### src/rtl/fifo_pkt_pkg.sv
// Shared types and helpers for the FIFO packet framer.
package fifo_pkt_pkg;

    typedef enum logic {
        COLLECT = 1'b0,
        CSUM    = 1'b1
    } state_t;

    // Widest data word the checksum helper handles; callers zero-extend and truncate.
    localparam int unsigned CSUM_MAX_W = 64;

    // Word-index width able to hold 0..pkt_len.
    function automatic int unsigned idx_w(input int unsigned pkt_len);
        return $clog2(pkt_len + 1);
    endfunction

    function automatic logic [CSUM_MAX_W-1:0] csum_step(input logic [CSUM_MAX_W-1:0] acc,
                                                        input logic [CSUM_MAX_W-1:0] word);
        return acc ^ word;
    endfunction

endpackage

### src/rtl/fifo_pkt_out_reg.sv
// One-entry valid/ready holding register for packet beats (data, sop, eop).
module fifo_pkt_out_reg #(
    parameter int unsigned DATA_W = 8
) (
    input  logic              clk,
    input  logic              rst,
    input  logic              i_load,
    input  logic [DATA_W-1:0] i_data,
    input  logic              i_sop,
    input  logic              i_eop,
    input  logic              i_rdy,
    output logic              o_vld,
    output logic [DATA_W-1:0] o_data,
    output logic              o_sop,
    output logic              o_eop,
    output logic              o_slot_free
);

    logic              r_vld;
    logic [DATA_W-1:0] r_data;
    logic              r_sop;
    logic              r_eop;

    assign o_slot_free = !r_vld || i_rdy;

    // i_load is only raised while o_slot_free is high, so a held beat is never overwritten.
    always_ff @(posedge clk or posedge rst) begin
        if (rst) begin
            r_vld  <= 1'b0;
            r_data <= '0;
            r_sop  <= 1'b0;
            r_eop  <= 1'b0;
        end else if (i_load) begin
            r_vld  <= 1'b1;
            r_data <= i_data;
            r_sop  <= i_sop;
            r_eop  <= i_eop;
        end else if (i_rdy) begin
            r_vld  <= 1'b0;
        end
    end

    assign o_vld  = r_vld;
    assign o_data = r_data;
    assign o_sop  = r_sop;
    assign o_eop  = r_eop;

endmodule

### src/rtl/fifo_pkt_framer.sv
// Groups PKT_LEN FIFO words into packets and appends an XOR checksum beat.
// Optional idle timeout closing partial packets: define FIFO_PKT_TIMEOUT_EN.
module fifo_pkt_framer
    import fifo_pkt_pkg::*;
#(
    parameter int unsigned DATA_W  = 8,
    parameter int unsigned PKT_LEN = 4,
    parameter int unsigned TIMEOUT = 16
) (
    input  logic              clk,
    input  logic              rst,
    input  logic [DATA_W-1:0] data_in,
    input  logic              data_in_vld,
    output logic              data_in_rdy,
    output logic [DATA_W-1:0] pkt_data,
    output logic              pkt_sop,
    output logic              pkt_eop,
    output logic              pkt_vld,
    input  logic              pkt_rdy,
    output logic [15:0]       pkt_count
);

    localparam int unsigned    IDX_W    = idx_w(PKT_LEN);
    localparam logic [IDX_W-1:0] LAST_IDX = IDX_W'(PKT_LEN - 1);

    state_t            r_state, w_state_nxt;
    logic [IDX_W-1:0]  r_idx, w_idx_nxt;
    logic [DATA_W-1:0] r_acc, w_acc_nxt;
    logic [DATA_W-1:0] w_acc_base;
    logic [15:0]       r_pkt_count;

    logic              w_slot_free;
    logic              w_accept;
    logic              w_timeout;
    logic              w_load;
    logic [DATA_W-1:0] w_ld_data;
    logic              w_ld_sop;
    logic              w_ld_eop;

`ifdef FIFO_PKT_TIMEOUT_EN
    logic [15:0] r_idle;

    assign w_timeout = (r_state == COLLECT) && (r_idx != '0) && (r_idle == 16'(TIMEOUT));

    always_ff @(posedge clk or posedge rst) begin
        if (rst) begin
            r_idle <= '0;
        end else if (r_state != COLLECT || r_idx == '0 || w_accept || w_timeout) begin
            r_idle <= '0;
        end else begin
            r_idle <= r_idle + 16'd1;
        end
    end
`else
    logic [15:0] w_timeout_unused;

    assign w_timeout_unused = 16'(TIMEOUT);
    assign w_timeout        = 1'b0;
`endif

    assign data_in_rdy = !rst && (r_state == COLLECT) && w_slot_free && !w_timeout;
    assign w_accept    = data_in_vld && data_in_rdy;
    // First word of a packet restarts the checksum rather than folding into stale state.
    assign w_acc_base  = (r_idx == '0) ? '0 : r_acc;

    always_comb begin
        w_state_nxt = r_state;
        w_idx_nxt   = r_idx;
        w_acc_nxt   = r_acc;
        w_load      = 1'b0;
        w_ld_data   = data_in;
        w_ld_sop    = 1'b0;
        w_ld_eop    = 1'b0;
        unique case (r_state)
            COLLECT: begin
                if (w_timeout) begin
                    w_state_nxt = CSUM;
                    w_idx_nxt   = '0;
                end else if (w_accept) begin
                    w_load    = 1'b1;
                    w_ld_sop  = (r_idx == '0);
                    w_acc_nxt = DATA_W'(csum_step(CSUM_MAX_W'(w_acc_base), CSUM_MAX_W'(data_in)));
                    if (r_idx == LAST_IDX) begin
                        w_state_nxt = CSUM;
                        w_idx_nxt   = '0;
                    end else begin
                        w_idx_nxt = r_idx + IDX_W'(1);
                    end
                end
            end
            CSUM: begin
                if (w_slot_free) begin
                    w_load      = 1'b1;
                    w_ld_data   = r_acc;
                    w_ld_eop    = 1'b1;
                    w_acc_nxt   = '0;
                    w_state_nxt = COLLECT;
                end
            end
            default: w_state_nxt = COLLECT;
        endcase
    end

    always_ff @(posedge clk or posedge rst) begin
        if (rst) begin
            r_state     <= COLLECT;
            r_idx       <= '0;
            r_acc       <= '0;
            r_pkt_count <= '0;
        end else begin
            r_state <= w_state_nxt;
            r_idx   <= w_idx_nxt;
            r_acc   <= w_acc_nxt;
            if (pkt_vld && pkt_rdy && pkt_eop) begin
                r_pkt_count <= r_pkt_count + 16'd1;
            end
        end
    end

    assign pkt_count = r_pkt_count;

    fifo_pkt_out_reg #(
        .DATA_W (DATA_W)
    ) u_out_reg (
        .clk         (clk),
        .rst         (rst),
        .i_load      (w_load),
        .i_data      (w_ld_data),
        .i_sop       (w_ld_sop),
        .i_eop       (w_ld_eop),
        .i_rdy       (pkt_rdy),
        .o_vld       (pkt_vld),
        .o_data      (pkt_data),
        .o_sop       (pkt_sop),
        .o_eop       (pkt_eop),
        .o_slot_free (w_slot_free)
    );

endmodule
### config.mk
export PLATFORM = sky130hd
export DESIGN_NAME = fifo_pkt_framer
export DESIGN_NICKNAME = d
export VERILOG_FILES = /design/src/rtl/fifo_pkt_pkg.sv /design/src/rtl/fifo_pkt_out_reg.sv /design/src/rtl/fifo_pkt_framer.sv
export SDC_FILE = /design/constraint.sdc
export NUM_CORES = 1
export LEC_CHECK = 0
export CAP_MARGIN = 0
export CORE_AREA = 5 5 65 67
export CTS_BUF_LIST = sky130_fd_sc_hd__clkbuf_8
export CTS_CLUSTER_DIAMETER = 200
export DETAILED_ROUTE_END_ITERATION = 8
export DIE_AREA = 0 0 70 72
export PLACE_DENSITY = 0.79
export SLEW_MARGIN = 10
export SYNTH_ARGS = -nofsm -noshare
export SYNTH_HDL_FRONTEND = slang
export SYNTH_SLANG_ARGS = --single-unit
### constraint.sdc
create_clock -name clk -period 5.5 [get_ports clk]
set_clock_uncertainty 0.15 [all_clocks]
set_input_delay 1.65 -clock clk [delete_from_list [all_inputs] [get_ports clk]]
set_output_delay 1.65 -clock clk [all_outputs]
set_load 0.05 [all_outputs]
==> flow_summary_export.csv, run 1 <==
group,metric,value,unit
clock_tree,hold_buffers,0,
sta,report.final.slew_viol_count,0,
sta,final.period_utilization,84.2,%
clock_tree,cts_num_sinks,39,
clock_tree,cts_resized,0,
layout,drive_above_1_share,7.37,%
clock_tree,clk_pin_slew_worst_paths,0.07,ns
sta,rsz0062_at_grt,"false",
synthesis,synth_cells,176,
grt,grt_overflow,0,
routing,firstDrtPassIters,4,
worst_setup_path,critPathCaptureType,"output pin",
clock_tree,clk_latency,0.29,ns
synthesis,synth_top_area_share,51.7,%
floorplan,die_area,5040,um^2
routing,drc,0,
routing,wl,3.90,mm
layout,antenna_cells,0,
synthesis,syn_nets,191,
floorplan,die_h,72,um
synthesis,yosysWarnings,0,
synthesis,synth.avg_cell_area,10.7,um^2
worst_setup_path,critPathMaxFanout,6,
power,powerDensity,560,nW/um^2
worst_setup_path,path_class,"in2out",
synthesis,synth_xor_area_share,10.7,%
synthesis,synth_top_family_by_area,"simple AND/OR/NAND/NOR gates",
power,ir_worst_vdd,0.320,mV
worst_setup_path,required,3.70,ns
placed_design,hpwl,2.78,mm
grt,grt_max_degree,42,
hold_path,hp-class,"reg2reg",
clock_tree,clk_root_buffer_cell,"clkbuf_8",
worst_setup_path,startpoint_type,"primary input",
floorplan,core,3580,um^2
clock_tree,cts_max_level,2,
sta,tightest_slew,1.13,ns
sta,hold_viol_final,0,
layout,layout_commonest_cell,"dfrtp_1",
worst_setup_path,crit_arrival,2.83,ns
grt,gr-usage-all-layers,16.3,%
placed_design,gp_congestion,0.768,
layout,layout.nets,231,
grt,grt_pass1_wl,6.51,mm
layout,flow.area_growth_from_synthesis,30.1,%
sta,setup_viol,0,
flow_run,cap_violations,0,
synthesis,synth-simple-area-share,20.8,%
synthesis,yosysSeqAreaShare,51.7,%
sta,fmax,0.216,GHz
floorplan,fp-row-count,22,
synthesis,yosysUniqueCellTypes,30,
clock_tree,numCtsBuffers,5,
synthesis,synth_mux_area_share,4.24,%
routing,via_count,1458,
routing,ant_nets,0,
power,leakagePower,1.14,nW
layout,mostFrequentLayoutCells,"39 x dfrtp_1, 38 x clkdlybuf4s50_1, 22 x nand2_1",
routing,vias_per_cell,5.50,
synthesis,ys_seq_elements,39,
synthesis,yosysTopAreaCell,"dfrtp_1",
run_status,status,"complete, no violations",
routing,wl_per_cell,14.7,um
layout,fin_util,68.7,%
synthesis,synth.area.top_cells,"dfrtp_1 52%, xor2_1 5.6%, xnor2_1 5.1%, nand2_1 4.4%, mux2i_1 4.2%",
synthesis,netlist_area,1890,um^2
grt,antenna_found_initial,0,
sta,setup-tns-final,0,ns
synthesis,synthAdderAreaFrac,1.99,%
layout,fillCellCount,275,
sta,maxSlewHeadroom,24.8,%
placed_design,port-buffer-count,39,
floorplan,die_w,70,um
clock_tree,postCtsSetupBuffers,0,
floorplan,initial_utilization,52.8,%
synthesis,synth_compound_gate_area_share,8.01,%
sta,finalCriticalPeriod,4.63,ns
grt,grt_pass1_vias,1460,
clock_tree,cts_tree,"built",
floorplan,pin_count,40,
clock_tree,cts_buffer_depth,2,
routing,drt_iter0_drc,99,
## report_power, final
| group | switching [W] | leakage (nW) | internal, W |
|---|---|---|---|
| logic | 0.000384 | 0.577 | 0.000237 |
| registers | 0.0000970 | 0.490 | 0.000383 |
| clock network | 0.0000963 | 0.0695 | 0.000179 |
## through the flow
stage	hold WS, ns	setup WS [ns]	instance area [um^2]	total power [W]	cells
detailed placement	0.315	0.881	2330	0.00110	257
global placement	0.315	0.901	2330	0.00107	257
global route	0.364	0.774	2460	0.00145	265
floorplan	0.346	0.591	1890	0.000914	176
CTS	0.329	0.864	2460	0.00138	265
finish	0.323	0.868	2460	0.00138	265
## state kept, by name, summed over array words and instances, names as in the netlist
name and flops:
u_out_reg.o_data 8, r_idx 3, u_out_reg.o_eop 1, r_acc 8, pkt_count 16, r_state 1, u_out_reg.o_sop 1, u_out_reg.o_vld 1
## path summary, 6_finish.rpt
kind	end	cells after the start	slack [ns]	startpoint
worst min-delay path	pkt_count[15]	1	0.32	pkt_count[15]
min in group asynchronous	r_idx[0]	3	1.71	rst
worst max register to register	r_acc[2]	3	3.28	r_state
max in group asynchronous	r_acc[0]	3	3.15	rst
worst min register to register	pkt_count[15]	1	0.32	pkt_count[15]
worst max-delay path	data_in_rdy	4	0.87	pkt_rdy
## kinds of logic after synthesis
family / count (synthesis)
adder cells (fa/ha/maj): 3
flip-flops: 39
multiplexers: 8
buffers and inverters: 12
AND/OR/NAND/NOR: 69
AO/OA/AOI/OAI: 22
XOR/XNOR: 23
## per-layer routing
layer  up-vias  wire length, um  track usage, %
met1       695             1700            20.0
met4         0               57            8.09
li1        695                -               -
met3         6              273            5.68
met2        62             1870            25.9
met5         -                0               0
## area by class of cell
| cell class | count | area [um^2] | share of cell area [%] |
|---|---|---|---|
| clock buffer | 5 | 68.8 | 2.80 |
| clock inverter | 3 | 63.8 | 2.60 |
| inverter | 5 | 18.8 | 0.763 |
| multi-input combinational | 125 | 863 | 35.1 |
| sequential | 39 | 976 | 39.7 |
| tap | 48 | 60.1 | 2.44 |
| timing repair buffer | 40 | 408 | 16.6 |
## critical path, stage by stage
cell             delay (ns)
clkdlybuf4s50_1        0.52
nand2b_1               0.26
and3_1                 0.25
buf_12                 0.15
## Yosys cell counts, drive strengths merged
cell / instances
nand4: 4
o21ai: 11
nand2: 23
ha: 3
or2: 1
xnor2: 11
buf: 4
nor4b: 8
xor2: 12
or4: 1
nor3: 1
nand3: 7
nor2b: 1
and4: 2
nor2: 6
a21boi: 1
inv: 5
nor4: 1
and3: 11
mux2i: 8
o21a: 1
nand2b: 3
dfrtp: 39
a211o: 8
o31ai: 1
clkbuf: 3
Power figures use the tool's default switching activity.
==> run 2, diff against run 1 <==
CORE_AREA = 5 5 70 72   (was 5 5 65 67)
DIE_AREA = 0 0 75 77   (was 0 0 70 72)
PLACE_DENSITY = 0.71   (was 0.79)
clock period = 3.9 ns   (was 5.5 ns; I/O delays follow)
==> flow_summary_export.csv, run 2 (synthesized netlist as in run 1, its figures left out) <==
group,metric,value,unit
sta,finalCriticalPeriod,3.49,ns
worst_setup_path,critPathCaptureType,"output pin",
clock_tree,clk_latency,0.28,ns
hold_path,holdPathStages,1,
sta,rsz0062_at_grt,"false",
clock_tree,clk_root_buffer_cell,"clkbuf_8",
layout,antenna_cells,0,
clock_tree,clk_pin_slew_worst_paths,0.07,ns
clock_tree,postCtsSetupBuffers,0,
clock_tree,numCtsBuffers,5,
power,power.total,0.00183,W
grt,grt_util_met2,22.9,%
clock_tree,cts_tree,"built",
grt,grt_overflow,0,
routing,drt_iter0_drc,67,
sta,setup_viol,0,
layout,layout_commonest_cell,"dfrtp_1",
layout,drive_above_1_share,8.26,%
clock_tree,cts_buffer_depth,2,
worst_setup_path,crit_arrival,2.17,ns
floorplan,die_w,75,um
grt,grt_util_met1,18.8,%
sta,final.period_utilization,89.4,%
sta,report.final.slew_viol_count,0,
placed_design,place_ws,0.409,ns
worst_setup_path,r2r_start,"r_state",
floorplan,core,4230,um^2
power,powerDensity,749,nW/um^2
floorplan,initial_utilization,44.6,%
run_status,status,"complete, no violations",
clock_tree,cts_num_sinks,39,
routing,vias_per_cell,5.17,
routing,wl_per_cell,13.7,um
sta,setup-tns-final,0,ns
power,leakagePower,1.12,nW
sta,maxSlewHeadroom,51.5,%
routing,firstDrtPassIters,4,
hold_path,min_from,"pkt_count[15]",
clock_tree,hold_buffers,0,
placed_design,port-buffer-count,39,
floorplan,die_h,77,um
placed_design,gp_congestion,0.751,
grt,grt_pass1_wl,6.55,mm
worst_setup_path,startpoint_type,"primary input",
routing,drc,0,
layout,mostFrequentLayoutCells,"39 x dfrtp_1, 38 x clkdlybuf4s50_1, 22 x nand2_1",
sta,setup_ws,0.414,ns
worst_setup_path,worstRegToRegCells,3,
grt,grt_pass1_vias,1432,
sta,hold_viol_final,0,
power,ir_worst_vdd,0.338,mV
clock_tree,cts_resized,0,
layout,flow.area_growth_from_synthesis,29.0,%
flow_run,cap_violations,0,
worst_setup_path,path_class,"in2out",
grt,gr-usage-all-layers,14.3,%
routing,wl,3.70,mm
worst_setup_path,required,2.58,ns
grt,grt.busiest_layer,"met2",
grt,globalRouteMet3Util,3.01,%
grt,grt_max_degree,42,
hold_path,min_to,"pkt_count[15]",
worst_setup_path,r2r_slack,1.99,ns
floorplan,pin_count,40,
floorplan,die_area,5780,um^2
hold_path,hp-class,"reg2reg",
floorplan,fp-row-count,24,
routing,via_count,1395,
grt,antenna_found_initial,0,
layout,layout.nets,232,
worst_setup_path,critPathMaxFanout,2,
sta,fmax,0.287,GHz
worst_setup_path,r2r-end,"r_acc[6]",
layout,largest_register_ffs,16,
sta,tightest_slew,0.725,ns
clock_tree,cts_max_level,2,
routing,ant_nets,0,
[run 2: metal layers]
layer / up-vias / share of wire [%]
met4: 0 / 1.3
li1: 696 / -
met2: 30 / 48
met5: - / 0
met3: 5 / 5.4
met1: 664 / 46
[run 2: worst max-delay path by stage]
stage,from,endpoint,slack [ns],cells past startpoint
after floorplan,rst,data_in_rdy,0.28,2
after global placement,rst,data_in_rdy,0.41,4
after detailed placement,rst,data_in_rdy,0.41,4
after CTS,rst,data_in_rdy,0.41,4
after global routing,pkt_rdy,data_in_rdy,0.35,4
final,rst,data_in_rdy,0.41,4
[run 2: critical path: stages]
cell             delay, ns
clkdlybuf4s50_1       0.54
clkinvlp_4            0.11
and3_1                0.16
buf_4                 0.18
[run 2: stage by stage]
| stage | util, % | cell area, um^2 | hold slack [ns] | cells |
|---|---|---|---|---|
| 3_5_place_dp | 55.0 | 2330 | 0.316 | 262 |
| 4_1_cts | 57.4 | 2430 | 0.331 | 270 |
| 3_3_place_gp | 55.0 | 2330 | 0.313 | 262 |
| 6_report | 57.6 | 2440 | 0.327 | 270 |
| 5_1_grt | 57.6 | 2440 | 0.351 | 270 |
| 2_1_floorplan | - | 1890 | 0.346 | 176 |
[run 2: final cells by class]
cell class | instances | area (um^2)
clock buffer | 7 | 96.3
clock inverter | 1 | 3.75
fill | 399 | 1800
inverter | 5 | 22.5
multi-input combinational | 125 | 871
sequential | 39 | 976
tap | 52 | 65.1
timing repair buffer | 41 | 403
[run 2: power by group]
part / internal [W] / switching (W) / total (W)
Sequential: 0.000540 / 0.000124 / 0.000664
Combinational: 0.000333 / 0.000534 / 0.000867
Clock: 0.000159 / 0.000135 / 0.000294
Total: 0.00103 / 0.000793 / 0.00183
